## src/rtl/gray_readout_pkg.sv

```systemverilog
// Shared types and helpers for the gray-coded pixel readout path.
// Holds the FIFO entry struct, index width and the gray-to-binary decoder.
// The entry struct is sized by GR_WIDTH / GR_NPIX; the top-level WIDTH and
// NPIX parameters default to these and are expected to match them.
// Optional field: sat (present when GRAY_READOUT_SAT_FLAG_EN is defined).
package gray_readout_pkg;

    localparam int GR_WIDTH = 8;
    localparam int GR_NPIX  = 4;
    localparam int IDX_W    = $clog2(GR_NPIX);

    typedef struct packed {
        logic [GR_WIDTH-1:0] data;
        logic [IDX_W-1:0]    index;
        logic                last;
`ifdef GRAY_READOUT_SAT_FLAG_EN
        logic                sat;
`endif
    } entry_t;

    // Binary bit i is the XOR of all gray bits at or above i.
    function automatic logic [GR_WIDTH-1:0] gray2bin(
        input logic [GR_WIDTH-1:0] g
    );
        logic [GR_WIDTH-1:0] b;
        b = '0;
        b[GR_WIDTH-1] = g[GR_WIDTH-1];
        for (int i = GR_WIDTH - 2; i >= 0; i--) begin
            b[i] = b[i+1] ^ g[i];
        end
        return b;
    endfunction

endpackage

```

## src/rtl/gray_readout_fifo.sv

```systemverilog
// Synchronous FIFO for decoded readout entries, parameterised by entry type.
// Ports: clk, reset (async high), push/din, pop/dout, count, empty.
// dout shows the head entry; when empty it holds the last popped entry.
module gray_readout_fifo #(
    parameter type entry_t = logic,
    parameter int  DEPTH   = 4
) (
    input  logic                   clk,
    input  logic                   reset,
    input  logic                   push,
    input  entry_t                 din,
    input  logic                   pop,
    output entry_t                 dout,
    output logic [$clog2(DEPTH):0] count,
    output logic                   empty
);

    localparam int AW = $clog2(DEPTH);
    localparam int CW = AW + 1;

    entry_t          mem [DEPTH];
    entry_t          hold;
    logic [AW-1:0]   wr_ptr;
    logic [AW-1:0]   rd_ptr;
    logic            full;
    logic            do_push;
    logic            do_pop;

    assign empty   = (count == '0);
    assign full    = (count == CW'(DEPTH));
    assign do_pop  = pop && !empty;
    // A full FIFO can still take a push when the head leaves the same edge.
    assign do_push = push && (!full || do_pop);

    // Empty FIFO keeps presenting the last entry that left it.
    assign dout = empty ? hold : mem[rd_ptr];

    always_ff @(posedge clk) begin
        if (do_push) begin
            mem[wr_ptr] <= din;
        end
    end

    always_ff @(posedge clk or posedge reset) begin
        if (reset) begin
            wr_ptr <= '0;
            rd_ptr <= '0;
            count  <= '0;
            hold   <= '0;
        end else begin
            if (do_push) begin
                wr_ptr <= wr_ptr + AW'(1);
            end
            if (do_pop) begin
                rd_ptr <= rd_ptr + AW'(1);
                hold   <= mem[rd_ptr];
            end
            unique case ({do_push, do_pop})
                2'b10:   count <= count + CW'(1);
                2'b01:   count <= count - CW'(1);
                default: count <= count;
            endcase
        end
    end

endmodule

```

## src/rtl/gray_readout.sv

```systemverilog
// Gray-coded ADC sample readout: decode to binary, tag with frame index.
// Ports: clk, reset, in_valid/in_ready/in_gray, out_valid/out_ready,
// out_data, out_index, out_last (+ out_sat with GRAY_READOUT_SAT_FLAG_EN).
module gray_readout
    import gray_readout_pkg::*;
#(
    parameter int WIDTH = GR_WIDTH,
    parameter int NPIX  = GR_NPIX,
    parameter int DEPTH = 4
) (
    input  logic                    clk,
    input  logic                    reset,
    input  logic                    in_valid,
    output logic                    in_ready,
    input  logic [WIDTH-1:0]        in_gray,
    output logic                    out_valid,
    input  logic                    out_ready,
    output logic [WIDTH-1:0]        out_data,
    output logic [$clog2(NPIX)-1:0] out_index,
    output logic                    out_last
`ifdef GRAY_READOUT_SAT_FLAG_EN
    ,
    output logic                    out_sat
`endif
);

    localparam int CW = $clog2(DEPTH) + 1;

    logic              up;
    logic [IDX_W-1:0]  idx;
    logic              s1_valid;
    logic [WIDTH-1:0]  s1_gray;
    logic [IDX_W-1:0]  s1_idx;
    logic              s2_valid;
    entry_t            s2_entry;
    entry_t            nxt_entry;
    entry_t            head;
    logic [WIDTH-1:0]  bin;
    logic [CW-1:0]     count;
    logic [CW:0]       occ;
    logic              empty;
    logic              accept;
    logic              pop;
    logic              idx_wrap;

    // Entries in flight count against FIFO space, so in_ready depends
    // only on registers and never on out_ready.
    always_comb begin
        occ = (CW+1)'(count) + (CW+1)'(s1_valid) + (CW+1)'(s2_valid);
    end

    assign in_ready  = up && (occ < (CW+1)'(DEPTH));
    assign accept    = in_valid && in_ready;
    assign out_valid = !empty;
    assign pop       = out_valid && out_ready;
    assign idx_wrap  = (idx == IDX_W'(NPIX - 1));

    always_comb begin
        nxt_entry       = '0;
        bin             = gray2bin(s1_gray);
        nxt_entry.data  = bin;
        nxt_entry.index = s1_idx;
        nxt_entry.last  = (s1_idx == IDX_W'(NPIX - 1));
`ifdef GRAY_READOUT_SAT_FLAG_EN
        // All-ones means the ramp ran out before the comparator fired.
        nxt_entry.sat   = &bin;
`endif
    end

    always_ff @(posedge clk or posedge reset) begin
        if (reset) begin
            up       <= 1'b0;
            idx      <= '0;
            s1_valid <= 1'b0;
            s1_gray  <= '0;
            s1_idx   <= '0;
            s2_valid <= 1'b0;
            s2_entry <= '0;
        end else begin
            up       <= 1'b1;
            s1_valid <= accept;
            if (accept) begin
                s1_gray <= in_gray;
                s1_idx  <= idx;
                idx     <= idx_wrap ? '0 : idx + IDX_W'(1);
            end
            s2_valid <= s1_valid;
            if (s1_valid) begin
                s2_entry <= nxt_entry;
            end
        end
    end

    gray_readout_fifo #(
        .entry_t (entry_t),
        .DEPTH   (DEPTH)
    ) u_fifo (
        .clk   (clk),
        .reset (reset),
        .push  (s2_valid),
        .din   (s2_entry),
        .pop   (pop),
        .dout  (head),
        .count (count),
        .empty (empty)
    );

    assign out_data  = head.data;
    assign out_index = head.index;
    assign out_last  = head.last;
`ifdef GRAY_READOUT_SAT_FLAG_EN
    assign out_sat   = head.sat;
`endif

endmodule

```

## config.mk

```make
export PLATFORM = sky130hd
export DESIGN_NAME = gray_readout
export DESIGN_NICKNAME = d
export VERILOG_FILES = /design/src/rtl/gray_readout_pkg.sv /design/src/rtl/gray_readout_fifo.sv /design/src/rtl/gray_readout.sv
export SDC_FILE = /design/constraint.sdc
export NUM_CORES = 1
export LEC_CHECK = 0
export CAP_MARGIN = 20
export CORE_MARGIN = 3
export CORE_UTILIZATION = 30
export CTS_BUF_LIST = sky130_fd_sc_hd__clkbuf_16
export DETAILED_ROUTE_END_ITERATION = 10
export GPL_ROUTABILITY_DRIVEN = 0
export GPL_TIMING_DRIVEN = 0
export RECOVER_POWER = 100
export SKIP_LAST_GASP = 1
export SLEW_MARGIN = 20
export SYNTH_ARGS = -nofsm -noshare
export SYNTH_HDL_FRONTEND = slang
export SYNTH_SLANG_ARGS = --single-unit
```

## constraint.sdc

```tcl
create_clock -name clk -period 3.5 [get_ports clk]
set_input_delay 0.525 -clock clk [delete_from_list [all_inputs] [get_ports clk]]
set_output_delay 0.525 -clock clk [all_outputs]
set_load 0.005 [all_outputs]
```

==> results.sh, run 1 <==
export IMPL_status="finished, final reports clean"
export IMPL_hold_viol=0
export IMPL_dp_cells=387
export IMPL_n_antenna_cell=0
export IMPL_min_to="s2_valid"
export IMPL_ys_flop_type="edfxtp_1"
export IMPL_cts_tree="built"
export IMPL_peakVddDrop_mv=0.469
export IMPL_worst_slack_ps=352
export IMPL_synthesis_nets=239
export IMPL_instances_no_fill=403
export IMPL_clk_path_buf_depth=2
export IMPL_h_tree_depth=3
export IMPL_grt_max_degree=28
export IMPL_cts_sinks=88
export IMPL_regArea_sq_um=2420
export IMPL_setup_violations=0
export IMPL_fillers=1124
export IMPL_wirelength_um=5980
export IMPL_num_io_pins=25
export IMPL_initial_core_util_pct=31.4
export IMPL_worst_pin_slew_ps=1480
export IMPL_holdBufCountCts=0
export IMPL_rrSetupSlack_ps=660
export IMPL_hp_start="s1_valid"
export IMPL_layout_nets=275
export IMPL_crit_reg2reg_launch="u_fifo.count[0]"
export IMPL_area_growth_pct=19.1
export IMPL_die_w_um=117
export IMPL_critPathLaunchType="register"
export IMPL_drt_iter0_markers=92
export IMPL_crit_type="register to output port"
export IMPL_setup_tns_ps=0
export IMPL_cts_resized_gates=0
export IMPL_multiInputGateArea_sq_um=1150
export IMPL_async_flop_share_pct=50.0
export IMPL_grt_pass1_vias=1871
export IMPL_skew_ps=4.20
export IMPL_synth_seq_cells=88
export IMPL_cpLargestDelayFamily="buffers and inverters"
export IMPL_fmax_mhz=318
export IMPL_r2r_worst_path_cells=11
export IMPL_grt_usage_pct=9.67
export IMPL_synth_edf_count=44
export IMPL_drc=0
export IMPL_seq_area_frac_synth_pct=65.9
export IMPL_clkTransAtPathRegs_ps=60
export IMPL_post_cts_buffers=0
export IMPL_ant_nets=0
export IMPL_vias=1837
export IMPL_fp_row_count=39
export IMPL_root_buffer="clkbuf_16"
export IMPL_maxCapViolCount=0
export IMPL_drive_above_1_share_pct=25.0
export IMPL_wire_per_inst_um=14.8
export IMPL_die_area_sq_um=13600
export IMPL_crit_fanout=10
export IMPL_slowest_stage="mux4_2"
export IMPL_rsz0062_at_grt="no"
export IMPL_period_needed_ps=3150
export IMPL_avgSynthCellArea_sq_um=16.8
export IMPL_yosysUniqueCellTypes=32
export IMPL_path_cells="buf_2 -> mux4_2 -> mux2_2 -> dlygate4sd3_1"
export IMPL_cp_slowest_stage_delay_ps=600
export IMPL_core_area_sq_um=11700
export IMPL_die_h_um=117
export IMPL_syn_inst=219
export IMPL_required_ps=2970
export IMPL_pwr_density_cell_nw_per_um2=926
export IMPL_slew_viol_final=0
export IMPL_r2r_end="u_fifo.count[2]"
export IMPL_ys_warnings_count=0
export IMPL_min_path_cells=0
export IMPL_grt_pass1_wl_um=9760
export IMPL_viasPerCell=4.56
export IMPL_clk_latency_ps=330
export IMPL_grt_overflow=0
export IMPL_antenna_found_initial=0
export IMPL_dpl_hpwl_um=4130
export IMPL_synth_area_sq_um=3680
export IMPL_crit_buf_inv=2
export IMPL_arrival_ps=2620
export IMPL_total_power_mw=4.06
export IMPL_relSlewSlack_pct=1.03
export IMPL_p_leak_nw=1.66
export IMPL_numCtsBuffers=9
export IMPL_dr_pass1_iters=4
export IMPL_pre_cts_slack_ps=528
export IMPL_cp_end_kind="output port"
export IMPL_timing_final_crit_share_pct=89.9
export IMPL_port_buffers=24
export IMPL_hold_class="register to register"
-- stage by stage --
| step | util (%) | hold slack (ps) | instance area, sq um |
|---|---|---|---|
| 2_1_floorplan | - | 369 | 3680 |
| 6_report | 37.4 | 376 | 4380 |
| 5_1_grt | 37.4 | 385 | 4380 |
| 3_3_place_gp | 35.0 | 375 | 4100 |
| 3_5_place_dp | 35.2 | 379 | 4120 |
| 4_1_cts | 37.8 | 393 | 4430 |
-- cell usage in the layout, fill, tap and decap left out, drive strengths merged, types with 6 or more instances in the layout --
cell type       n
inv            12
ha              7
mux4           11
edfxtp         44
clkdlybuf4s50  10
clkbuf         17
mux2           40
dfrtp          44
and2            6
dlygate4sd3    14
nor2            7
xnor2          11
-- worst register-to-register path: stages (launching register included) --
cell and delay [ps]:
dfrtp_1 410, inv_1 100, nand3_1 180, and2_1 150, clkbuf_1 240, clkbuf_1 580
ha_1 310, inv_1 60, fa_1 370, xor2_1 150, nor2_1 120, xnor2_1 120
-- report_power, final --
part	leakage [nW]	internal [mW]	total [mW]	switching [mW]
clock	0.150	0.618	0.982	0.364
combinational	0.588	0.783	1.38	0.595
sequential	0.921	1.46	1.70	0.239
total	1.66	2.86	4.06	1.20
-- registers in the layout (all words and copies together) (netlist names) --
| name | cells |
|---|---|
| u_fifo.hold | 11 |
| u_fifo.rd_ptr | 2 |
| s1_valid | 1 |
| s2_valid | 1 |
| s1_gray | 8 |
| idx | 2 |
| s2_entry | 11 |
| s1_idx | 2 |
| u_fifo.mem | 44 |
| u_fifo.count | 3 |
| up | 1 |
| u_fifo.wr_ptr | 2 |
-- routing by layer --
metal / track usage (%) / routed length (um) / vias to the layer above
met3: 3.16 / 254 / 8
met1: 13.1 / 2900 / 917
met2: 14.8 / 2770 / 36
li1: - / - / 876
met4: 3.21 / 67 / 0
met5: 0 / 0 / -
-- synth_stat cells, types with 3 or more instances --
| master | instances | share of area (%) |
|---|---|---|
| a21oi_1 | 5 | 0.68 |
| and2_1 | 6 | 1.0 |
| buf_2 | 3 | 0.41 |
| dfrtp_1 | 44 | 30 |
| edfxtp_1 | 44 | 36 |
| ha_1 | 7 | 2.4 |
| inv_1 | 11 | 1.1 |
| mux2_2 | 39 | 12 |
| mux4_2 | 11 | 6.7 |
| nand2_1 | 4 | 0.41 |
| nor2_1 | 7 | 0.71 |
| xnor2_1 | 9 | 2.1 |
| xor2_1 | 5 | 1.2 |
-- final cells by class --
type	instances	share of cell area, %
multi-input cells	112	26.3
flip-flops and latches	88	55.3
plain buffers	8	0.714
clock inverters	7	2.00
repair buffers	25	5.57
well taps	143	4.08
clock buffers	9	5.14
inverters	11	0.942
-- kinds of logic (layout without fill, tap and decap cells) --
group,count (synthesis),count (layout),share of synthesized area (%)
DFF,88,88,65.9
muxes,52,52,19.4
AOI/OAI and AO/OA,13,13,2.35
and+or+nand+nor,22,22,2.89
adders and majority gates,8,8,2.93
xor gates and xnor gates,16,16,4.22
buffers and inverters,19,60,2.31
other,1,1,0.102
-- how the worst max path moves through the flow --
stage | cells past startpoint | endpoint | startpoint | slack [ps]
floorplan | 11 | u_fifo.count[2] | u_fifo.count[0] | 1300
global placement | 10 | u_fifo.count[2] | out_ready | 600
detailed placement | 10 | u_fifo.count[2] | out_ready | 530
CTS | 4 | out_data[3] | u_fifo.rd_ptr[0] | 440
global route | 4 | out_data[3] | u_fifo.rd_ptr[0] | 230
finish | 4 | out_data[3] | u_fifo.rd_ptr[0] | 350
No activity file was read; power rests on OpenSTA's default activity.
==> inputs of run 2 (changes only) <==
- CORE_UTILIZATION: 30 -> 50
- PLACE_DENSITY: not set -> 0.69
==> run 2 against run 1 <==
  * The run now ends with max-capacitance violations, max-slew violations left
  * Total power fell by 2.6%
  * Clock power fell by 6.7%
  * Hold slack got worse by 5.1 ps
  * Design area fell by 1.9%
  * Non-clock buffer count did not move
  * Worst setup slack improved by 33 ps
  * Sequential power barely moved
  * Via count rose by 0.33%
==> results.sh, run 2 (same netlist as run 1, synthesis figures left out) <==
export IMPL_die_h_um=91.8
export IMPL_die_w_um=91.8
export IMPL_period_needed_ps=3110
export IMPL_worst_pin_slew_ps=1570
export IMPL_crit_fanout=10
export IMPL_rsz0062_at_grt="no"
export IMPL_largest_register_ffs=44
export IMPL_setup_tns_ps=0
export IMPL_crit_reg2reg_launch="u_fifo.count[0]"
export IMPL_dr_pass1_iters=5
export IMPL_antenna_found_initial=0
export IMPL_cp_startpoint="u_fifo.rd_ptr[0]"
export IMPL_fillers=530
export IMPL_drt_iter0_markers=118
export IMPL_holdBufCountCts=0
export IMPL_timing_final_crit_share_pct=89.0
export IMPL_met3_wirelength_um=275
export IMPL_port_buffers=24
export IMPL_vias=1843
export IMPL_dp_cells=340
export IMPL_cp_end_kind="output port"
export IMPL_r2r_end="u_fifo.count[2]"
export IMPL_largestRegisters="u_fifo.mem (44), s2_entry (11), u_fifo.hold (11)"
export IMPL_grt_pass1_vias=1876
export IMPL_grt_pass1_wl_um=9600
export IMPL_clk_latency_ps=330
export IMPL_slew_viol_final=28
export IMPL_peakVddDrop_mv=0.470
export IMPL_core_area_sq_um=6940
export IMPL_ant_nets=0
export IMPL_top_register="u_fifo.mem"
export IMPL_maxCapViolCount=1
export IMPL_num_io_pins=25
export IMPL_critPathLaunchType="register"
export IMPL_crit_type="register to output port"
export IMPL_r2r_worst_path_cells=11
export IMPL_cts_tree="built"
export IMPL_fp_row_count=30
export IMPL_rrSetupSlack_ps=660
export IMPL_arrival_ps=2590
export IMPL_layout_nets=275
export IMPL_status="finished, violations left"
export IMPL_instances_no_fill=356
export IMPL_viasPerCell=5.18
export IMPL_post_cts_buffers=0
export IMPL_setup_violations=0
export IMPL_die_area_sq_um=8420
export IMPL_root_buffer="clkbuf_16"
export IMPL_relSlewSlack_pct=-4.74
export IMPL_hold_viol=0
export IMPL_area_growth_pct=16.9
export IMPL_h_tree_depth=3
export IMPL_clk_path_buf_depth=2
export IMPL_n_antenna_cell=0
export IMPL_cts_sinks=88
export IMPL_numCtsBuffers=9
export IMPL_drc=0
export IMPL_wirelength_um=5550
export IMPL_m1WireLength_um=2510
export IMPL_pwr_density_cell_nw_per_um2=919
export IMPL_grt_overflow=0
export IMPL_cts_resized_gates=0
export IMPL_p_leak_nw=1.65
export IMPL_drive_above_1_share_pct=25.0
export IMPL_initial_core_util_pct=53.0
export IMPL_clkTransAtPathRegs_ps=60
export IMPL_grt_usage_pct=15.2
export IMPL_maxUsedRoutingLayer="met4"
export IMPL_crit_path_end="out_data[3]"
export IMPL_skew_ps=5.25
export IMPL_fin_util_pct=61.9
export IMPL_grt_max_degree=28
export IMPL_hold_class="register to register"
export IMPL_required_ps=2970
export IMPL_violations="max-capacitance violations, max-slew violations"
export IMPL_fmax_mhz=321
export IMPL_final_cell_mix="44 x dfrtp_1, 44 x edfxtp_1, 39 x mux2_2"
export IMPL_wire_per_inst_um=15.6
export IMPL_dr_wl_met2_um=2680
export IMPL_dpl_hpwl_um=3830
==> run 2: cell types whose count changed in the layout (fill, tap and decap cells not counted), sizes merged <==
| cell | before | now |
|---|---|---|
| clkinv | 2 | 4 |
| bufinv | 2 | 1 |
| clkinvlp | 2 | 1 |
==> run 2: worst min-delay path by stage <==
stage                         from       end  slack, ps  depth (start not counted)
after global routing      s1_valid  s2_valid        390                          0
final                     s1_valid  s2_valid        370                          0
after CTS                 s1_valid  s2_valid        390                          0
after floorplan           s1_valid  s2_valid        370                          0
after global placement    s1_valid  s2_valid        370                          0
after detailed placement  s1_valid  s2_valid        370                          0
==> run 2: per-layer routing <==
layer | track usage (%) | vias up
met4 | 5.57 | 0
li1 | - | 877
met2 | 23.7 | 46
met1 | 20.3 | 913
met5 | 0 | -
met3 | 4.76 | 7
==> run 2: worst max-delay path, stage by stage, from the launching register on <==
cell and delay (ps):
dfrtp_1 470, buf_2 370, mux4_2 580, mux2_2 270, dlygate4sd3_1 570
==> run 2: metrics by stage <==
| stage | power [mW] | hold slack, ps | cell area, sq um | setup WS [ps] |
|---|---|---|---|---|
| after floorplan | 2.72 | 369 | 3680 | 1300 |
| after global placement | 3.13 | 375 | 4040 | 607 |
| after detailed placement | 3.17 | 373 | 4060 | 572 |
| after CTS | 4.10 | 386 | 4350 | 448 |
| after global routing | 4.25 | 394 | 4300 | 222 |
| final | 3.95 | 371 | 4300 | 385 |
==> run 2: final cells by class <==
cell class	count	area, sq um	share of cell area, %
Tap cell	96	120	2.79
Sequential cell	88	2420	56.3
Clock inverter	7	63.8	1.48
Inverter	11	41.3	0.960
Timing Repair Buffer	25	244	5.67
Buffer	8	31.3	0.727
Clock buffer	9	225	5.24
Multi-Input combinational cell	112	1150	26.8
==> run 2: power by group <==
part           internal, mW  switching (mW)  total (mW)
Combinational         0.777           0.567        1.34
Sequential             1.46           0.233        1.69
Clock                 0.546           0.370       0.916
Total                  2.78            1.17        3.95
==> inputs of run 3 (changes only) <==
--- a/config.mk
+++ b/config.mk
@@ -7,5 +7,6 @@
 export LEC_CHECK = 0
+export ABC_AREA = 1
 export CAP_MARGIN = 20
 export CORE_MARGIN = 3
-export CORE_UTILIZATION = 50
+export CORE_UTILIZATION = 62
 export CTS_BUF_LIST = sky130_fd_sc_hd__clkbuf_16
@@ -14,3 +15,3 @@
 export GPL_TIMING_DRIVEN = 0
-export PLACE_DENSITY = 0.69
+export PLACE_DENSITY = 0.83
 export RECOVER_POWER = 100
==> constraint.sdc (replaced) <==
create_clock -name clk -period 3.5 [get_ports clk]
set_input_delay 0.7 -clock clk [delete_from_list [all_inputs] [get_ports clk]]
set_output_delay 0.7 -clock clk [all_outputs]
set_load 0.005 [all_outputs]
==> run 3 against run 2 <==
  * The run now ends clean
  * Routed wire length increased by 31%
  * Hold slack improved by 56 ps
  * Clock power decreased by 1%
  * Flip-flop and latch count unchanged
  * Via count increased by 39%
  * Critical endpoint is now out_data[7]
  * Combinational power about the same
  * Non-clock buffer count increased by 7
  * Maximum frequency increased by 0.80%
  * Sequential share of layout area increased by 0.38 points
  * Die area decreased by 18%
==> results.sh, run 3 <==
export IMPL_dpl_hpwl_um=4740
export IMPL_pre_cts_slack_ps=735
export IMPL_crit_type="register to output port"
export IMPL_multiInputGateArea_sq_um=1070
export IMPL_setup_violations=0
export IMPL_wire_per_inst_um=16.0
export IMPL_crit_fanout=10
export IMPL_dp_cells=436
export IMPL_die_area_sq_um=6900
export IMPL_seq_area_frac_synth_pct=65.8
export IMPL_synth_edf_count=44
export IMPL_ant_nets=0
export IMPL_rsz0062_at_grt="no"
export IMPL_status="finished, final reports clean"
export IMPL_grt_pass1_vias=2559
export IMPL_grt_max_degree=24
export IMPL_yosysUniqueCellTypes=24
export IMPL_ys_warnings_count=0
export IMPL_async_flop_share_pct=50.0
export IMPL_arrival_ps=2390
export IMPL_clkTransAtPathRegs_ps=60
export IMPL_numCtsBuffers=9
export IMPL_p_leak_nw=1.78
export IMPL_regArea_sq_um=2420
export IMPL_synth_area_sq_um=3680
export IMPL_hold_viol=0
export IMPL_worst_slack_ps=410
export IMPL_cts_tree="built"
export IMPL_port_buffers=24
export IMPL_num_io_pins=25
export IMPL_skew_ps=6.96
export IMPL_holdBufCountCts=0
export IMPL_synth_common_cells="97 x nand2_1, 44 x dfrtp_1, 44 x edfxtp_1, 38 x o21ai_0, 26 x inv_1"
export IMPL_post_cts_buffers=0
export IMPL_pwr_density_cell_nw_per_um2=917
export IMPL_required_ps=2800
export IMPL_peakVddDrop_mv=0.480
export IMPL_grt_usage_pct=22.8
export IMPL_period_needed_ps=3090
export IMPL_h_tree_depth=3
export IMPL_die_w_um=83.1
export IMPL_relSlewSlack_pct=20.6
export IMPL_slew_viol_final=0
export IMPL_synth_most_common_cell="nand2_1"
export IMPL_dr_pass1_iters=5
export IMPL_core_area_sq_um=5640
export IMPL_n_antenna_cell=0
export IMPL_critPathLaunchType="register"
export IMPL_wirelength_um=7240
export IMPL_fp_row_count=27
export IMPL_largest_register_ffs=44
export IMPL_synthesis_nets=359
export IMPL_ys_flop_type="edfxtp_1"
export IMPL_synth_largest_area_cell="edfxtp_1"
export IMPL_viasPerCell=5.64
export IMPL_vias=2555
export IMPL_grt_pass1_wl_um=12200
export IMPL_root_buffer="clkbuf_16"
export IMPL_cp_end_kind="output port"
export IMPL_largestRegisters="u_fifo.mem (44), s2_entry (11), u_fifo.hold (11)"
export IMPL_final_common_cell="nand2_1"
export IMPL_syn_inst=339
export IMPL_cts_sinks=88
export IMPL_maxCapViolCount=0
export IMPL_yosysTopAreaCellShare_pct=35.9
export IMPL_grt_overflow=0
export IMPL_avgSynthCellArea_sq_um=10.9
export IMPL_hold_class="register to register"
export IMPL_synth_area_top_cells="edfxtp_1 36%, dfrtp_1 30%, nand2_1 9.9%, o21ai_0 5.2%, a32o_1 3.0%"
export IMPL_top_register="u_fifo.mem"
export IMPL_antenna_found_initial=0
export IMPL_instances_no_fill=453
export IMPL_clk_path_buf_depth=2
export IMPL_area_growth_pct=16.0
export IMPL_hold_slack_ps=427
export IMPL_clk_latency_ps=340
export IMPL_layout_nets=396
export IMPL_worst_pin_slew_ps=1190
export IMPL_cts_resized_gates=0
export IMPL_drt_iter0_markers=257
export IMPL_drc=0
export IMPL_final_cell_mix="99 x nand2_1, 44 x dfrtp_1, 44 x edfxtp_1"
export IMPL_die_h_um=83.1
export IMPL_synth_seq_cells=88
export IMPL_timing_final_crit_share_pct=88.3
export IMPL_fmax_mhz=324
export IMPL_initial_core_util_pct=65.3
export IMPL_setup_tns_ps=0
export IMPL_fillers=355
export IMPL_drive_above_1_share_pct=5.25
==> run 3: kinds of logic after synthesis <==
kind of cell,after synthesis,share of synthesized area (%)
AND/OR/NAND/NOR,130,15.1
AO/OA/AOI/OAI,67,10.7
buffers and inverters,41,4.48
flip-flops,88,65.8
XOR/XNOR,4,0.951
adder cells (fa/ha/maj),8,2.92
other,1,0.102
==> run 3: worst max-delay path, stage by stage, from the launching register on <==
cell and delay, ps:
dfrtp_1 430, nor2_1 170, nand2_1 100, inv_1 190
clkbuf_1 360, nand2_1 100, o21ai_0 110, dlygate4sd3_1 600
==> run 3: metal layers <==
metal  share of wire, %  vias to the layer above  GRT usage, %  routed length (um)
met4                2.7                        0          10.5                 197
li1                   -                     1217             -                   -
met3                6.3                       20          5.16                 458
met5                  0                        -             0                   0
met2                 51                      102          38.0                3680
met1                 40                     1216          28.3                2910
==> run 3: report_power, final <==
part / switching (mW) / internal [mW]
registers: 0.218 / 1.44
clock network: 0.365 / 0.540
logic: 0.796 / 0.562
==> run 3: final cells by class <==
class	instances	area share, %
Inverter	27	2.37
Sequential cell	88	56.7
Timing Repair Buffer	26	5.80
Clock inverter	7	1.29
Tap cell	72	2.11
Multi-Input combinational cell	210	25.1
Clock buffer	9	5.27
Buffer	14	1.32
==> run 3: final timing paths <==
kind | startpoint | to | slack [ps] | cells after the start
setup / recovery | u_fifo.count[0] | out_data[7] | 410 | 7
hold / removal | s1_valid | s2_valid | 430 | 0
setup reg to reg | u_fifo.count[0] | u_fifo.count[2] | 1290 | 10
hold reg to reg | s1_valid | s2_valid | 430 | 0
max in group asynchronous | reset | s2_entry[6] | 950 | 3
min in group asynchronous | reset | u_fifo.count[2] | 980 | 2
==> run 3: per-stage QoR <==
step / total power, mW / area, sq um / utilization (%)
finish: 3.92 / 4270 / 75.7
global placement: 3.00 / 4010 / 71.1
detailed placement: 3.09 / 4040 / 71.6
floorplan: 2.52 / 3680 / -
global route: 4.20 / 4270 / 75.7
CTS: 4.02 / 4320 / 76.6
